--- config.mk ---
export PLATFORM = sky130hd
export DESIGN_NAME = secded137_decoder
export DESIGN_NICKNAME = d
export VERILOG_FILES = /design/src/rtl/secded137_pkg.sv /design/src/rtl/secded137_syndrome.sv /design/src/rtl/secded137_decoder.sv
export SDC_FILE = /design/constraint.sdc
export NUM_CORES = 1
export LEC_CHECK = 0
export ABC_AREA = 0
export CAP_MARGIN = 20
export CELL_PAD_IN_SITES_DETAIL_PLACEMENT = 0
export CELL_PAD_IN_SITES_GLOBAL_PLACEMENT = 1
export CORE_ASPECT_RATIO = 0.6
export CORE_MARGIN = 8
export CORE_UTILIZATION = 30
export CTS_CLUSTER_SIZE = 12
export DETAILED_ROUTE_END_ITERATION = 8
export GPL_TIMING_DRIVEN = 0
export PLACE_DENSITY_LB_ADDON = 0.1
export SLEW_MARGIN = 40
export SYNTH_ARGS = -nofsm -noshare
export SYNTH_HDL_FRONTEND = slang
export SYNTH_SLANG_ARGS = --single-unit
--- constraint.sdc ---
create_clock -name clk -period 7.5 [get_ports clk]
set_input_delay 1.125 -clock clk [delete_from_list [all_inputs] [get_ports clk]]
set_output_delay 1.125 -clock clk [all_outputs]
set_load 0.02 [all_outputs]
--- src/rtl/secded137_pkg.sv ---
// Shared layout definition for the 137-bit SEC-DED code (128 data + 8 Hamming + 1 overall parity).
// The encoder and decoder both derive their bit placement from the functions here.
package secded137_pkg;

   localparam int DATA_W = 128;
   localparam int CODE_W = 137;
   localparam int CHK_W  = 8;

   // A codeword position holds a Hamming check bit when it is a power of two.
   function automatic logic is_check_pos(input int pos);
      return (pos > 0) && ((pos & (pos - 1)) == 0);
   endfunction

   // Data bit idx sits at the idx-th non-power-of-two position above 0.
   function automatic int data_pos(input int idx);
      int cnt;
      int pos;
      cnt = 0;
      pos = 0;
      for (int q = 1; q < CODE_W; q++) begin
         if (!is_check_pos(q)) begin
            if (cnt == idx) pos = q;
            cnt++;
         end
      end
      return pos;
   endfunction

   // Positions 1..CODE_W-1 whose index has bit b set; syndrome bit b is the XOR over this mask.
   function automatic logic [CODE_W-1:0] syn_mask(input int b);
      logic [CODE_W-1:0] m;
      m = '0;
      for (int q = 1; q < CODE_W; q++) begin
         m[q] = ((q >> b) & 1) != 0;
      end
      return m;
   endfunction

endpackage

--- src/rtl/secded137_syndrome.sv ---
// Combinational syndrome / overall-parity generator, shared by the decoder and scrubbing logic.
module secded137_syndrome
   import secded137_pkg::*;
(
   input  logic [CODE_W-1:0] code,
   output logic [CHK_W-1:0]  syndrome,
   output logic              parity
);

   // Each syndrome bit is the XOR of the codeword bits whose position index has that bit set,
   // which equals the XOR of the indices of all set bits.
   for (genvar gi = 0; gi < CHK_W; gi++) begin : g_syn
      localparam logic [CODE_W-1:0] MASK = syn_mask(gi);
      assign syndrome[gi] = ^(code & MASK);
   end

   assign parity = ^code;

endmodule

--- src/rtl/secded137_decoder.sv ---
// Two-stage valid/ready SEC-DED decoder for the 137-bit code with saturating error counters.
// Stage 1 captures the data field, syndrome and overall parity; stage 2 corrects and classifies.
module secded137_decoder
   import secded137_pkg::*;
#(
   parameter int CNT_W = 16
)
(
   input  logic              clk,
   input  logic              rst_n,
   input  logic              in_valid,
   output logic              in_ready,
   input  logic [CODE_W-1:0] in_code,
   output logic              out_valid,
   input  logic              out_ready,
   output logic [DATA_W-1:0] out_data,
   output logic              out_sec,
   output logic              out_ded,
   output logic [CHK_W-1:0]  out_syndrome,
   input  logic              cnt_clr,
   output logic [CNT_W-1:0]  sec_cnt,
   output logic [CNT_W-1:0]  ded_cnt
);

   localparam logic [CHK_W-1:0] MAX_POS = CHK_W'(CODE_W - 1);

   logic              s1_valid;
   logic [DATA_W-1:0] s1_data;
   logic [CHK_W-1:0]  s1_syn;
   logic              s1_par;

   logic [CHK_W-1:0]  syn_comb;
   logic              par_comb;
   logic [DATA_W-1:0] in_data;
   logic [DATA_W-1:0] fix_data;
   logic              sec_comb;
   logic              ded_comb;

   logic              s2_ready;
   logic              in_fire;
   logic              s1_fire;
   logic              out_fire;

   secded137_syndrome u_syndrome (
      .code     (in_code),
      .syndrome (syn_comb),
      .parity   (par_comb)
   );

   assign s2_ready = !out_valid || out_ready;
   assign in_ready = !s1_valid || s2_ready;
   assign in_fire  = in_valid && in_ready;
   assign s1_fire  = s1_valid && s2_ready;
   assign out_fire = out_valid && out_ready;

   // Only the data field travels down the pipe; a flipped check bit never changes the data,
   // so the check bits are consumed entirely by the syndrome generator.
   for (genvar gi = 0; gi < DATA_W; gi++) begin : g_data
      localparam int POS = data_pos(gi);
      assign in_data[gi]  = in_code[POS];
      assign fix_data[gi] = s1_data[gi] ^ (sec_comb && (s1_syn == CHK_W'(POS)));
   end

   // Classify the registered syndrome/parity pair; sec and ded are mutually exclusive.
   always_comb begin
      sec_comb = s1_par && (s1_syn <= MAX_POS);
      ded_comb = s1_par ? (s1_syn > MAX_POS) : (s1_syn != '0);
   end

   // Stage 1: capture data field, syndrome and parity on input handshake.
   always_ff @(posedge clk or negedge rst_n) begin
      if (!rst_n) begin
         s1_valid <= 1'b0;
         s1_data  <= '0;
         s1_syn   <= '0;
         s1_par   <= 1'b0;
      end else if (in_fire) begin
         s1_valid <= 1'b1;
         s1_data  <= in_data;
         s1_syn   <= syn_comb;
         s1_par   <= par_comb;
      end else if (s1_fire) begin
         s1_valid <= 1'b0;
      end
   end

   // Stage 2: register corrected data and flags; fields hold while the output is stalled.
   always_ff @(posedge clk or negedge rst_n) begin
      if (!rst_n) begin
         out_valid    <= 1'b0;
         out_data     <= '0;
         out_sec      <= 1'b0;
         out_ded      <= 1'b0;
         out_syndrome <= '0;
      end else if (s1_fire) begin
         out_valid    <= 1'b1;
         out_data     <= fix_data;
         out_sec      <= sec_comb;
         out_ded      <= ded_comb;
         out_syndrome <= s1_syn;
      end else if (out_fire) begin
         out_valid    <= 1'b0;
      end
   end

   // Saturating statistics, counted on delivery; clear wins over a same-cycle increment.
   always_ff @(posedge clk or negedge rst_n) begin
      if (!rst_n) begin
         sec_cnt <= '0;
         ded_cnt <= '0;
      end else if (cnt_clr) begin
         sec_cnt <= '0;
         ded_cnt <= '0;
      end else if (out_fire) begin
         if (out_sec && (sec_cnt != '1)) sec_cnt <= sec_cnt + CNT_W'(1);
         if (out_ded && (ded_cnt != '1)) ded_cnt <= ded_cnt + CNT_W'(1);
      end
   end

endmodule

# Yosys cells after proc, flatten, opt, wreduce, memory -nomap -nowiden
# Index checks and enable logic that the tools add are counted.
# totals
in_bits	142
output_inout_bits	172
register_bits	309
word_cells	439
# op_classes
n_lt_le_gt_ge	2
n_mux	11
n_reduce_logical	155
n_addsub	2
bitwise	128
eq_ne	130
# op_table
operator	count
parity 137 bit	9
equality test 8 x 7 -> 1 bit, second input constant	63
equality test 8 x 6 -> 1 bit, second input constant	31
logical AND 1 bit	134
bitwise XOR 1 bit	128
equality test 8 x 5 -> 1 bit, second input constant	15
2-to-1 mux 16 bit	6
equality test 8 bit, second input constant	8
equality test 8 x 4 -> 1 bit, second input constant	7
adder 16 x 1 -> 16 bit, second input constant	2
inequality test 16 bit, second input constant	2
equality test 8 x 3 -> 1 bit, second input constant	3
nonzero test 2 bit	5
equality test 8 x 2 -> 1 bit, second input constant	1
greater-than comparator 8 bit, second input constant	1
<= comparator 8 bit, second input constant	1
nonzero test 8 bit	1
2-to-1 mux 1 bit	5
AND reduction 2 bit	2
zero test 1 bit	2
logical OR 1 bit	2

# Longest topological paths before layout
# logic_depth
depth_word	5
depth_mapped	10
depth_no_buf	8

# Modules after synthesis
# From an unflattened synthesis, not the netlist that was laid out.
# unflattened
hier_cells	1543
area_unflattened_um2	16368.2
# by_module_without_submodules
module	area_per_inst_um2	n_inst	seq_area_each_um2	cells_each
secded137_decoder	13997.2	1	7732.4	1286
secded137_syndrome	2371.0	1	0.0	257

# Worst setup path after synthesis
# Ideal clock, no wire load.
# synth_path
path_kind	input to register
from	input in_code[62]
to	register s1_par
path_slack_ns	4.606
arrival_time_ns	2.763
path_buffers	0
cell_stages	8
required_time_ns	7.369
setup_time_ns	0.131
path_cell_list	xnor2_1 > xnor2_1 > xnor2_1 > xor2_1 > xor2_1 > xnor3_1 > xnor2_1 > o21ai_1
# synth_between
elab_chain_cells	1
# synth_rtl
item	line	rtl
start, declared	secded137_decoder.sv:13	input logic [CODE_W-1:0] in_code,
parity 137 bit	secded137_syndrome.sv:17	assign parity = ^code;
end signal, assigned	secded137_decoder.sv:81	s1_par <= par_comb;
end, declared	secded137_decoder.sv:30	logic s1_par;
# No other way between the ends.
# A chain may end at the register's enable or synchronous reset.

# Worst setup path after layout
# layout_path
from	input out_ready
to	register out_syndrome[7]
# layout_between
elab_chain_cells	2
# layout_rtl
item	line	rtl
start, declared	secded137_decoder.sv:15	input logic out_ready,
logical OR 1 bit	secded137_decoder.sv:50	assign s2_ready = !out_valid || out_ready;
logical AND 1 bit	secded137_decoder.sv:53	assign s1_fire = s1_valid && s2_ready;
end signal, assigned	secded137_decoder.sv:100	out_syndrome <= s1_syn;
end, declared	secded137_decoder.sv:19	output logic [CHK_W-1:0] out_syndrome,
# No other way between the ends.

==> results.py <==
metrics = {
    "drt": {
        "route.detailed.drc": 0,
        "routed_via_density": 4.69,
        "firstDrtPassIters": 6,
        "ant_nets": 0,
        "routedWlPerCell_um": 23.9,
        "drtIter0Drc": 678,
        "routed-via-count": 12200,
        "routed_wl_um": 62400,
    },
    "pwr": {
        "peakVddDrop_mv": 0.140,
        "seq_power_share_pct": 33.8,
        "p_clk_share_pct": 26.2,
        "leakage_nw": 8.14,
        "p_per_area_nw_per_um2": 301,
        "p_sw_mw": 2.37,
        "p_sw_share_pct": 36.8,
        "internal_power_mw": 4.07,
        "combPwrFrac_pct": 40.0,
    },
    "sta": {
        "period_needed_ns": 3.79,
        "rsz0062_at_grt": "no",
        "finalSetupViolations": 0,
        "fin_hold_ws_ns": 0.474,
        "finClkSkew_ns": 0.0124,
        "fin_crit_sh_pct": 50.5,
        "slew_headroom_pct": 40.2,
        "worstMarginPinSlew_ns": 0.892,
        "finalHoldViolCount": 0,
        "fmax_mhz": 264,
        "maxSlewViolCount": 0,
    },
    "layout": {
        "instances_no_fill": 2608,
        "drive_gt1_share_pct": 13.4,
        "final_nets": 2027,
        "synthToLayoutAreaGrowth_pct": 34.6,
        "num_antenna_cells": 0,
    },
    "logic_synthesis": {
        "netlist_instances": 1507,
        "ys_ff_latch": 309,
        "synth_ff_type": "dfrtp_1",
        "async_reset_ff_share_pct": 100,
        "syn_area_per_cell_um2": 10.6,
        "yosysTopAreaCellShare_pct": 48.5,
        "syn_area_um2": 15900,
        "synth_top_area_cell": "dfrtp_1",
        "synth_edf_count": 0,
        "yosys-top-cells-area": "dfrtp_1, xnor2_1, mux2_2, xor2_1, nand2_1",
        "ys_seq_area_share_pct": 48.5,
        "ys_warn_count": 0,
        "synth_cell_types": 46,
        "synth_commonest_cells": "dfrtp_1, xnor2_1, nand2_1",
        "synthesis.nets": 1651,
        "yosysMostFrequentCell": "dfrtp_1",
    },
    "floorplan": {
        "fp-row-count": 65,
        "fp.dieH_um": 194,
        "boundaryPins": 314,
        "die_w_um": 313,
        "start_util_pct": 30.3,
        "core-area_um2": 52500,
        "die_area_um2": 61000,
    },
    "cts": {
        "cts_buffers": 36,
        "cts_tree": "done",
        "root_buffer": "clkbuf_16",
        "clk_latency_ns": 0.52,
        "h-tree-depth": 2,
        "cts_resized": 0,
        "ctsHoldBuffers": 0,
        "cts.clk_slew.worst_paths_ns": 0.06,
        "cts.path.max_buffers": 3,
        "postCtsSetupRepairBufs": 0,
        "cts_num_sinks": 309,
    },
    "global_routing": {
        "grt_pass1_vias": 12800,
        "grt_antenna_before_repair": 2,
        "grt_start_max_net_pins": 65,
        "grt_use_total_pct": 20.1,
        "grt_pass1_wl_um": 91500,
        "grt_overflow": 0,
    },
    "critical_path": {
        "rr_startpoint": "s1_syn[0]",
        "r2r-end": "out_data[120]",
        "r2r_cells": 11,
        "worst-r2r-setup-slack_ns": 4.24,
        "worst_setup_path_start_kind": "input port",
        "worstPathRequired_ns": 7.87,
        "crit_start": "out_ready",
        "worstPathArrival_ns": 4.16,
        "end_kind": "flop",
        "crit_end": "out_syndrome[7]",
        "critPathKind": "input port to flop",
        "path_max_fanout": 10,
    },
    "flow_run": {
        "cap_violations": 0,
    },
    "placement": {
        "dp.cells": 2548,
        "port_buffers": 313,
        "dp_hpwl_um": 49000,
        "place_congestion": 0.793,
    },
    "min_path": {
        "hp-class": "flop to flop",
        "whs_path_depth": 2,
    },
    "status": {
        "status": "finished, final reports clean",
    },
}
metal layers:
layer	track usage, %	wire (um)	vias up
li1	-	-	5716
met1	30.2	31600	6197
met2	30.2	27100	259
met3	3.72	2900	59
met4	3.11	882	2
met5	0	9	-
flip-flops by register name (all words and copies together), names as in the netlist:
signal and count:
out_data 128, s1_data 128, ded_cnt 16, sec_cnt 16
out_syndrome 8, s1_syn 8, out_ded 1, out_sec 1
out_valid 1, s1_par 1, s1_valid 1
stage by stage:
stage / area, um^2 / total power [mW] / util, % / setup TNS [ns] / worst slack (ns)
after floorplan: 15900 / 3.65 / - / 0 / 4.61
after global placement: 19900 / 4.73 / 38.0 / -2978.38 / -9.69
after detailed placement: 20300 / 4.80 / 38.7 / 0 / 3.16
after CTS: 21400 / 6.53 / 40.8 / 0 / 3.70
after global routing: 21400 / 6.79 / 40.8 / 0 / 3.50
final: 21400 / 6.45 / 40.8 / 0 / 3.71
how the worst min path moves through the flow:
stage            startpoint            to  slack [ns]
3_3_place_gp   out_data[52]  out_data[52]        0.46
2_1_floorplan      s1_valid     out_valid        0.46
5_1_grt        out_data[80]  out_data[80]        0.50
4_1_cts               rst_n  out_data[99]        0.49
6_report       out_data[58]  out_data[58]        0.47
3_5_place_dp   out_data[71]  out_data[71]        0.47
cell type report:
class | instances | area [um^2]
clock inverters | 6 | 37.5
clock buffers | 54 | 1050
repair buffers | 338 | 3440
fillers | 5270 | 31100
well taps | 703 | 880
plain buffers | 65 | 267
inverters | 6 | 22.5
flip-flops and latches | 309 | 7730
multi-input cells | 1127 | 8010
power by group through the flow:
stage / Clock [mW] / Combinational (mW) / Sequential, mW
6_report: 1.69 / 2.58 / 2.18
5_1_grt: 1.81 / 2.76 / 2.22
4_1_cts: 1.74 / 2.60 / 2.18
3_5_place_dp: 0 / 2.59 / 2.21
3_3_place_gp: 0 / 2.52 / 2.21
2_1_floorplan: 0 / 1.26 / 2.39
logic make-up (layout without fill, tap and decap cells):
group	Yosys count	in the layout	synth area share (%)
AND/OR/NAND/NOR	417	417	11.7
XOR/XNOR	407	407	22.8
flip-flops	309	309	48.5
AO/OA/AOI/OAI	164	164	5.34
multiplexers	137	137	9.67
buffers and inverters	71	469	1.77
adder cells (fa/ha/maj)	2	2	0.157
critical path, cell delays in order:
cell and delay (ns):
clkdlybuf4s50_1 0.47, nand2b_1 0.19, nand2_1 0.51, clkbuf_2 0.51, buf_1 0.57, clkbuf_1 0.62, o21ai_0 0.16
placed cells by master (no fill, tap or decap), types with 3 or more instances in the layout:
cell             synthesis  routed
nand2_1                233     233
dfrtp_1                309     309
o21ai_2                  6       6
nor3_1                  14       9
o21ai_0                129     129
a21oi_1                 10      10
clkinvlp_4               0       3
buf_4                    1      13
buf_16                   0       5
xnor2_1                285     285
clkbuf_1                57      62
o21ai_1                 17      17
buf_6                    1       5
buf_1                    3       3
clkinv_2                 0       3
mux2_2                 135     135
nor2_2                   7      10
and4_1                   3       3
nand2b_1                 6       6
nor2_1                  77      73
inv_1                    6       6
nor2b_1                  4       4
or3_1                   12      12
xor2_1                 117     117
nor3_2                   0       4
clkbuf_16                0      37
buf_2                    3       6
nand4_1                  8       8
xnor3_1                  5       5
nand3b_1                 5       5
clkbuf_8                 0       6
nand3_1                 27      26
clkdlybuf4s50_1          0     312
clkbuf_2                 0       6
and3_1                   5       5
Note: power is estimated with default switching activity, not from simulation.
